$ cat src/rtl/traffic_light_monitor.sv
// Passive safety checker for the four-approach traffic light controller.
// Each approach (M1, M2, MT, S) has a tracker that follows its RED/GRN/YEL
// cycle. The monitor flags conflicting greens, illegal light codes, bad
// colour sequencing, wrong dwell times and red starvation. All error flags
// are sticky until clr_err. Lights are registered first, and every check
// then works on that registered sample, so a flag appears two edges after
// the offending light value is presented.
module traffic_light_monitor #(
    parameter int YEL_CYC     = 2,   // exact yellow length in cycles
    parameter int MIN_GRN_CYC = 3,   // shortest legal green in cycles
    parameter int MAX_RED_CYC = 30,  // red cycles tolerated before starvation
    parameter int CNT_W       = 8    // dwell counter / green counter width
) (
    input  logic             clk,
    input  logic             rst,          // asynchronous, active-low
    input  logic [2:0]       light_M1,
    input  logic [2:0]       light_M2,
    input  logic [2:0]       light_MT,
    input  logic [2:0]       light_S,
    input  logic             clr_err,
    output logic             err_conflict,
    output logic             err_illegal,
    output logic             err_sequence,
    output logic             err_timing,
    output logic             err_starve,
    output logic             err_any,
    output logic [3:0]       err_dir,      // {S, MT, M2, M1}
    output logic [CNT_W-1:0] s_green_cnt
);

    // Approach indices used throughout; err_dir follows the same order.
    localparam int IDX_M1 = 0;
    localparam int IDX_M2 = 1;
    localparam int IDX_MT = 2;
    localparam int IDX_S  = 3;

    // One-hot light encodings.
    localparam logic [2:0] CODE_RED = 3'b100;
    localparam logic [2:0] CODE_YEL = 3'b010;
    localparam logic [2:0] CODE_GRN = 3'b001;

    // Dwell thresholds expressed at counter width.
    localparam logic [CNT_W-1:0] DWELL_ONE = CNT_W'(1);
    localparam logic [CNT_W-1:0] DWELL_SAT = {CNT_W{1'b1}};
    localparam logic [CNT_W-1:0] YEL_LEN   = CNT_W'(YEL_CYC);
    localparam logic [CNT_W-1:0] GRN_MIN   = CNT_W'(MIN_GRN_CYC);
    localparam logic [CNT_W-1:0] RED_LIMIT = CNT_W'(MAX_RED_CYC);

    typedef enum logic [1:0] {
        ST_UNK = 2'd0,
        ST_RED = 2'd1,
        ST_GRN = 2'd2,
        ST_YEL = 2'd3
    } trk_state_e;

    // Map a light code to the tracker colour; anything not one-hot is UNK.
    function automatic trk_state_e code_to_state(input logic [2:0] code);
        trk_state_e st;
        case (code)
            CODE_RED: st = ST_RED;
            CODE_GRN: st = ST_GRN;
            CODE_YEL: st = ST_YEL;
            default:  st = ST_UNK;
        endcase
        return st;
    endfunction

    // The only colour each colour may legally move to.
    function automatic trk_state_e legal_next(input trk_state_e cur);
        trk_state_e nxt;
        case (cur)
            ST_RED:  nxt = ST_GRN;
            ST_GRN:  nxt = ST_YEL;
            ST_YEL:  nxt = ST_RED;
            default: nxt = ST_UNK;
        endcase
        return nxt;
    endfunction

    // ------------------------------------------------------------------
    // Sample stage
    // ------------------------------------------------------------------
    logic [2:0] light_d [4];
    logic [2:0] light_q [4];
    logic       sample_vld_d;
    logic       sample_vld_q;  // low until the first post-reset sample exists

    // Gather the four light inputs into the sample array.
    always_comb begin
        light_d[IDX_M1] = light_M1;
        light_d[IDX_M2] = light_M2;
        light_d[IDX_MT] = light_MT;
        light_d[IDX_S]  = light_S;
        sample_vld_d    = 1'b1;
    end

    // Register the lights every cycle; the reset value 3'b000 is never checked.
    always_ff @(posedge clk or negedge rst) begin
        if (!rst) begin
            for (int i = 0; i < 4; i++) begin
                light_q[i] <= 3'b000;
            end
            sample_vld_q <= 1'b0;
        end else begin
            for (int i = 0; i < 4; i++) begin
                light_q[i] <= light_d[i];
            end
            sample_vld_q <= sample_vld_d;
        end
    end

    // ------------------------------------------------------------------
    // Per-approach trackers
    // ------------------------------------------------------------------
    logic [3:0] code_legal;
    logic [3:0] ill_hit;
    logic [3:0] seq_hit;
    logic [3:0] tim_hit;
    logic [3:0] stv_hit;
    logic       s_grn_done;

    genvar gi;
    generate
        for (gi = 0; gi < 4; gi++) begin : g_trk
            trk_state_e       state_q;
            trk_state_e       state_d;
            trk_state_e       smp_state;
            logic [CNT_W-1:0] dwell_q;
            logic [CNT_W-1:0] dwell_d;
            logic             ill_d;
            logic             seq_d;
            logic             tim_d;
            logic             stv_d;

            assign smp_state      = code_to_state(light_q[gi]);
            assign code_legal[gi] = (smp_state != ST_UNK);

            // Follow the colour cycle and judge each change of colour.
            always_comb begin
                state_d = state_q;
                dwell_d = dwell_q;
                ill_d   = 1'b0;
                seq_d   = 1'b0;
                tim_d   = 1'b0;
                stv_d   = 1'b0;
                if (sample_vld_q) begin
                    if (smp_state == ST_UNK) begin
                        // Illegal code: forget history and resynchronise.
                        ill_d   = 1'b1;
                        state_d = ST_UNK;
                        dwell_d = '0;
                    end else if (state_q == ST_UNK) begin
                        // First legal colour after reset or an illegal code.
                        state_d = smp_state;
                        dwell_d = DWELL_ONE;
                    end else if (smp_state == state_q) begin
                        if (dwell_q != DWELL_SAT) begin
                            dwell_d = dwell_q + DWELL_ONE;
                        end
                        // Fires exactly once per red interval: the count
                        // passes through MAX_RED_CYC+1 only once.
                        if (state_q == ST_RED && dwell_q == RED_LIMIT
                            && dwell_q != DWELL_SAT) begin
                            stv_d = 1'b1;
                        end
                    end else begin
                        // Colour change: dwell checks on the colour being
                        // left, then sequence check on the new colour.
                        if (state_q == ST_YEL && dwell_q != YEL_LEN) begin
                            tim_d = 1'b1;
                        end
                        if (state_q == ST_GRN && dwell_q < GRN_MIN) begin
                            tim_d = 1'b1;
                        end
                        if (smp_state != legal_next(state_q)) begin
                            seq_d = 1'b1;
                        end
                        state_d = smp_state;
                        dwell_d = DWELL_ONE;
                    end
                end
            end

            // Tracker state and dwell counter.
            always_ff @(posedge clk or negedge rst) begin
                if (!rst) begin
                    state_q <= ST_UNK;
                    dwell_q <= '0;
                end else begin
                    state_q <= state_d;
                    dwell_q <= dwell_d;
                end
            end

            assign ill_hit[gi] = ill_d;
            assign seq_hit[gi] = seq_d;
            assign tim_hit[gi] = tim_d;
            assign stv_hit[gi] = stv_d;

            // Only the side road counts completed greens.
            if (gi == IDX_S) begin : g_s_done
                assign s_grn_done = sample_vld_q && (state_q == ST_GRN)
                                    && (smp_state == ST_YEL);
            end
        end
    endgenerate

    // ------------------------------------------------------------------
    // Conflict check on the registered samples
    // ------------------------------------------------------------------
    logic [3:0] active;
    logic       conf_hit;

    // An approach is active whenever it is not showing red; cycles with an
    // illegal code are reported only as illegal.
    always_comb begin
        for (int i = 0; i < 4; i++) begin
            active[i] = (light_q[i] != CODE_RED);
        end
        conf_hit = sample_vld_q && (&code_legal)
                   && ((active[IDX_S] && (active[IDX_M1] || active[IDX_M2]
                                          || active[IDX_MT]))
                       || (active[IDX_MT] && active[IDX_M2]));
    end

    // ------------------------------------------------------------------
    // Sticky flags, direction bitmap and side-road green counter
    // ------------------------------------------------------------------
    logic             conflict_q, conflict_d;
    logic             illegal_q,  illegal_d;
    logic             sequence_q, sequence_d;
    logic             timing_q,   timing_d;
    logic             starve_q,   starve_d;
    logic [3:0]       dir_q,      dir_d;
    logic [CNT_W-1:0] sgc_q,      sgc_d;

    // clr_err wipes the old flags, but an error found in the same cycle
    // still lands, so nothing is lost to a badly timed clear.
    always_comb begin
        conflict_d = (clr_err ? 1'b0 : conflict_q) | conf_hit;
        illegal_d  = (clr_err ? 1'b0 : illegal_q)  | (|ill_hit);
        sequence_d = (clr_err ? 1'b0 : sequence_q) | (|seq_hit);
        timing_d   = (clr_err ? 1'b0 : timing_q)   | (|tim_hit);
        starve_d   = (clr_err ? 1'b0 : starve_q)   | (|stv_hit);
        dir_d      = (clr_err ? 4'b0000 : dir_q)
                     | ill_hit | seq_hit | tim_hit | stv_hit;
        sgc_d      = sgc_q;
        if (s_grn_done && sgc_q != DWELL_SAT) begin
            sgc_d = sgc_q + DWELL_ONE;
        end
    end

    // Flag and counter registers.
    always_ff @(posedge clk or negedge rst) begin
        if (!rst) begin
            conflict_q <= 1'b0;
            illegal_q  <= 1'b0;
            sequence_q <= 1'b0;
            timing_q   <= 1'b0;
            starve_q   <= 1'b0;
            dir_q      <= 4'b0000;
            sgc_q      <= '0;
        end else begin
            conflict_q <= conflict_d;
            illegal_q  <= illegal_d;
            sequence_q <= sequence_d;
            timing_q   <= timing_d;
            starve_q   <= starve_d;
            dir_q      <= dir_d;
            sgc_q      <= sgc_d;
        end
    end

    assign err_conflict = conflict_q;
    assign err_illegal  = illegal_q;
    assign err_sequence = sequence_q;
    assign err_timing   = timing_q;
    assign err_starve   = starve_q;
    assign err_any      = conflict_q | illegal_q | sequence_q | timing_q | starve_q;
    assign err_dir      = dir_q;
    assign s_green_cnt  = sgc_q;

endmodule

$ cat config.mk
export PLATFORM = sky130hd
export DESIGN_NAME = traffic_light_monitor
export DESIGN_NICKNAME = d
export VERILOG_FILES = /design/src/rtl/traffic_light_monitor.sv
export SDC_FILE = /design/constraint.sdc
export NUM_CORES = 1
export LEC_CHECK = 0
export ABC_AREA = 1
export CAP_MARGIN = 20
export CELL_PAD_IN_SITES_DETAIL_PLACEMENT = 0
export CELL_PAD_IN_SITES_GLOBAL_PLACEMENT = 2
export CORE_UTILIZATION = 35
export DETAILED_ROUTE_END_ITERATION = 10
export PLACE_DENSITY_LB_ADDON = 0.1
export SLEW_MARGIN = 25
export SYNTH_ARGS = -nofsm -noshare
export SYNTH_HDL_FRONTEND = slang
export SYNTH_SLANG_ARGS = --single-unit
$ cat constraint.sdc
create_clock -name clk -period 2.18 [get_ports clk]
set_input_delay 0.327 -clock clk [delete_from_list [all_inputs] [get_ports clk]]
set_output_delay 0.327 -clock clk [all_outputs]
set_load 0.02 [all_outputs]
==> metrics, run 1 <==
Yosys reg bits=70; final hold viol count=0; HP Class=primary input to flop; Starting Density=36.41%; die width=120.1 um; std cell rows=42; clock network power share=40.2%; critical path launch point type=flop; CP Class=flop to output port; Post-Syn Nets=696; CP required=1850 ps; GRT Overall Usage=17.01%; IO Port Bufs=32; drt via density=4.669; CTS tree=done; largest cells by area after synthesis=dfrtp_1, nand2_1, nand3_1; DR WL met3=368 um; core area=13400 um2; routed length on met1=5435 um; synthesized area=4880 um2; Int Power=2.576 mW; final wirelength=11120 um; final worst slack=230.7 ps; cts bufs inserted=9; clk root buf=clkbuf_16; # Max-Cap Violations=0; sequential share of power=39.9%; Vias=4104; Final setup viols=0; drt first-iter violations=225; Yosys cell types=39; Die ar.=14420 um2; Post-CTS Resized=0; largest net degree at the start of global routing=38; Synth Warn #=0; Area growth syn-to-layout=17.21%; post-synth top area cell=dfrtp_1; H-Tree Depth=3; Post-synth EDFFs=0; top layer in use=met4; power per cell area=633.8 nW/um2; RSZ-0062 raised after global routing=false; reg2reg setup slack=500 ps; pre-CTS WS=475.2 ps; status=finished clean; Comb pwr share=19.8%; placed cells=864; chip height=120.1 um; post-synthesis instance total=656; clk_skew=4.340 ps; shortest period the worst path allows=1949 ps; total power=3.625 mW; arrival time at the worst endpoint=1620 ps; share of layout cells above drive strength 1=13.23%; Final Non-Filler Cells=879; metal2 WL=5202 um; final net count=740; final HPWL from detailed placement=8663 um; f_max=513.0 MHz; FFs w/ async S/R, synth=100.0%; global-route wire length before repair=19240 um; io pins=33; Critical Path Fanout Max=3; worst hold stages=1; ys flop type=dfrtp_1; WL/cell=12.65 um; LEAKAGE=2.857 nW; peak supply drop=347.9 uV; DRT antenna net count=0; clk buf depth=2; hold buffers post-CTS=1; initial antenna violation count=0; Sw Share=28.94%; Clock Latency Late Sink=330 ps; Pins Over Slew Limit=0; TritonCTS Sinks=70; setup TNS=0 ps; syn avg cell area=7.439 um2; Register-to-Register Path Depth=8; buffer count from post-CTS setup fixing=0; Final Wtd Congestion=0.7550; Psw=1.049 mW; clock-pin slew on the worst setup and hold paths=60 ps; First-pass DRT Iterations=4; sequential area share after synthesis=35.90%; CP Capture Type=output port; final period utilization=89.42%; DRC=0; Overflow after GRT=0; # diodes=0; Yosys top cell area share=35.90%; number of global-route vias before repair=4011
## power groups by stage
stage          sequential (mW)  combinational, mW  clock (mW)
2_1_floorplan             1.49              0.449           0
4_1_cts                   1.45              0.735        1.51
6_report                  1.45              0.719        1.46
5_1_grt                   1.46              0.811        1.58
3_5_place_dp              1.47              0.730           0
3_3_place_gp              1.47              0.722           0
## state kept, by name, summed over array words and instances (netlist names)
signal,cells
err_illegal,1
err_sequence,1
err_timing,1
err_starve,1
s_green_cnt,8
g_trk.state_q,8
g_trk.dwell_q,32
light_q,12
err_conflict,1
err_dir,4
sample_vld_q,1
## layout by cell type (no fill, tap or decap), types with 7 or more instances in the layout
cell type,instances
nand2_1,170
inv_1,83
nand3_1,74
dfrtp_1,70
nor2_1,68
clkdlybuf4s50_1,31
ha_1,25
o21ai_0,23
nand2_2,18
inv_2,15
nand4_1,15
xor2_1,15
clkbuf_16,9
nor3_1,8
nand2_4,8
nand3_2,7
o21ai_1,7
## worst paths after layout
kind / from / end
min in group asynchronous: rst / g_trk[1].state_q[1]
min: light_M2[1] / light_q[7]
max: err_sequence / err_any
min reg2reg: s_green_cnt[5] / s_green_cnt[5]
max reg2reg: g_trk[3].state_q[0] / s_green_cnt[5]
max in group asynchronous: rst / light_q[4]
## critical path, stage by stage (launching register included)
cell and delay, ps:
dfrtp_1 390, nor3_1 280, nand2_1 80, clkdlybuf4s50_1 540
## cells in the mapped netlist, types with 2 or more instances
cell      number
o21ai_1        7
a21oi_1        3
nand3b_1       4
mux2_1         2
nand2_1      170
xor2_1        15
nand4_1       15
inv_1         83
buf_2          2
nand3_4        6
nor3_2         3
inv_4          2
o21ai_0       23
nor2_1        68
nand2_2       18
nor2_2         6
nand2_4        8
a21oi_2        2
nor3_1         8
nand3_1       74
dfrtp_1       70
ha_1          25
o21ai_2        2
nand3_2        7
inv_2         15
xnor2_1        5
## layout make-up
| cell class | instances | area, um2 |
|---|---|---|
| tap | 176 | 220.2 |
| multi-input combinational | 480 | 2695 |
| inverter | 101 | 384.1 |
| clock buffer | 13 | 260.3 |
| clock inverter | 1 | 30.03 |
| fill | 1445 | 7681 |
| timing repair buffer | 38 | 377.9 |
| sequential | 70 | 1752 |
## per-stage QoR
step                      cell area, um2  hold slack, ps  util [%]
after detailed placement            5419           317.0     40.44
after global placement              5419           310.7     40.44
after floorplan                     4880           31.41         -
after CTS                           5719           415.4     42.68
after global routing                5719           419.1     42.68
final                               5719           430.2     42.68
## per-layer routing
| layer | GRT usage [%] | vias up |
|---|---|---|
| met2 | 27.66 | 61 |
| met4 | 5.938 | 0 |
| li1 | - | 2159 |
| met3 | 3.517 | 9 |
| met5 | 0 | - |
| met1 | 22.27 | 1875 |
## logic make-up (layout without fill, tap and decap cells)
logic type / Yosys count / in the layout / synth area share, %
AOI/OAI and AO/OA: 41 / 41 / 5.103
and+or+nand+nor: 391 / 391 / 39.59
other: 1 / 1 / 0.07685
buffers and inverters: 106 / 153 / 8.872
muxes: 2 / 2 / 0.4615
adders and majority gates: 25 / 25 / 6.410
DFF: 70 / 70 / 35.90
xor gates and xnor gates: 20 / 20 / 3.590
Power figures use the tool's default switching activity.
==> run 2: changes to the inputs <==
Settings changed: CELL_PAD_IN_SITES_DETAIL_PLACEMENT 0 to 1, CORE_MARGIN set to 5.
==> metrics, run 2 (synthesis gave the netlist of run 1 again) <==
GRT Overall Usage=16.79% (-0.22 points); Clock Latency Late Sink=340 ps (about the same); most frequent cells in the layout=nand2_1, inv_1, nand3_1; post-route cell area=5702 um2 (-0.31%); share of layout cells above drive strength 1=13.62% (+0.39 points); CP Capture Type=output port; Pins Over Slew Limit=0 (unchanged); critical path launch point type=flop; HP Class=primary input to flop; status=finished clean; Critical Path Fanout Max=3 (unchanged); Area growth syn-to-layout=16.85%; initial antenna violation count=0 (unchanged); DRT antenna net count=0 (unchanged); Filler Cells Inserted=1785 (+24%); TritonCTS Sinks=70 (unchanged); die width=128.1 um (+6.7%); DRC=0 (unchanged); CP required=1850 ps (about the same); LEAKAGE=2.854 nW (-0.10%); CP Buf/Inv Count=1 (unchanged); final period utilization=91.60% (+2.2 points); clk_skew=6.968 ps (+2.628 ps); slowest stage delay, CP=550 ps (about the same); shortest period the worst path allows=1997 ps (+47.64 ps); Overflow after GRT=0 (unchanged); number of global-route vias before repair=4577 (+14%); H-Tree Depth=3 (unchanged); RSZ-0062 raised after global routing=false; Final Non-Filler Cells=885 (+0.68%); Final setup viols=0 (unchanged); # diodes=0 (unchanged); global-route wire length before repair=22050 um (+15%); chip height=128.1 um (+6.7%); clk root buf=clkbuf_16; delay-heaviest family, CP=buffers and inverters; Die ar.=16400 um2 (+14%); core area=13770 um2 (+2.8%); total power=3.555 mW (-1.9%); placed cells=868 (+0.46%); arrival time at the worst endpoint=1670 ps (+50 ps); IO Port Bufs=32 (unchanged); final hold viol count=0 (unchanged); power per cell area=623.5 nW/um2 (-1.6%); placed instance area=5424 um2 (about the same); commonest non-fill, non-tap cell in the layout=nand2_1; final HPWL from detailed placement=10090 um (+16%); std cell rows=43 (+2.4%); Final Wtd Congestion=0.8020 (+6.2%); Largest register FFs=32 (unchanged); cts bufs inserted=9 (unchanged); WL/cell=14.43 um (+14%); final wirelength=12770 um (+15%); clk buf depth=2 (unchanged); Biggest register=g_trk.dwell_q; Starting Density=35.43% (-0.99 points); crit path max-delay cell type=clkdlybuf4s50_1; setup TNS=0 ps (unchanged); drt first-iter violations=132 (-41%); io pins=33 (unchanged); Largest regs=g_trk.dwell_q (32), light_q (12); final net count=740 (unchanged); First-pass DRT Iterations=4 (unchanged); CTS tree=done; f_max=500.8 MHz (-2.4%); drt via density=4.751 (+1.8%); CP Class=flop to output port; # Max-Cap Violations=0 (unchanged); Cell Chain, Critical Path=nor3_1 -> nand2_1 -> clkdlybuf4s50_1; peak supply drop=366.2 uV (+5.2%); Vias=4205 (+2.5%); clock-pin slew on the worst setup and hold paths=60 ps (about the same); largest net degree at the start of global routing=39 (+2.6%)
[run 2: changes by cell type in the layout (fill, tap and decap cells not counted)]
| cell | delta |
|---|---|
| clkinv_2 | +5 |
| clkbuf_1 | -1 |
| bufinv_16 | -1 |
| clkbuf_8 | -1 |
[run 2: routing by layer]
metal / GRT usage [%] / part of all wire, % / vias up
met5: 0 / 0 / -
met2: 28.90 / 48 / 44
li1: - / - / 2162
met4: 4.432 / 1.8 / 0
met3: 3.958 / 2.4 / 20
met1: 21.14 / 47 / 1979
[run 2: final timing paths]
| path | startpoint | endpoint | slack [ps] | cells after the start |
|---|---|---|---|---|
| max | err_sequence | err_any | 180 | 3 |
| max reg2reg | g_trk[1].dwell_q[0] | g_trk[1].dwell_q[5] | 480 | 9 |
| min in group asynchronous | rst | light_q[8] | 480 | 2 |
| max in group asynchronous | rst | light_q[3] | 1140 | 3 |
| min | light_M2[0] | light_q[6] | 420 | 1 |
| min reg2reg | s_green_cnt[6] | s_green_cnt[6] | 540 | 1 |
[run 2: timing repair]
action | in CTS | in global routing
buffers inserted | 0 | 0
resized for setup | 0 | 0
hold buffers | 1 | 0
endpoints found under the hold margin | 32 | 0
[run 2: layout make-up]
type	count	area [um2]	area share, %
Clock buffer	11	242.7	4.257
Clock inverter	5	25.02	0.4389
Inverter	101	384.1	6.737
Multi-Input combinational cell	480	2695	47.27
Sequential cell	70	1752	30.72
Tap cell	180	225.2	3.950
Timing Repair Buffer	38	377.9	6.627
[run 2: worst reg2reg max path, delay by kind of cell (launching register included)]
family / cells / cell delay, ps
AND/OR/NAND/NOR: 7 / 800
flip-flops: 1 / 440
adder cells (fa/ha/maj): 1 / 230
buffers and inverters: 1 / 110
[run 2: report_power, final]
part | internal, mW | switching, mW
sequential | 1.37 | 0.0804
clock | 0.791 | 0.581
combinational | 0.269 | 0.462
total | 2.43 | 1.12
[run 2: metrics by stage]
step	setup slack, ps	util [%]	hold WS (ps)
finish	183.0	41.40	416.8
global route	124.3	41.40	406.8
CTS	129.7	41.40	408.1
detailed placement	465.3	39.38	315.5
global placement	519.5	39.38	311.0
floorplan	641.5	-	31.41
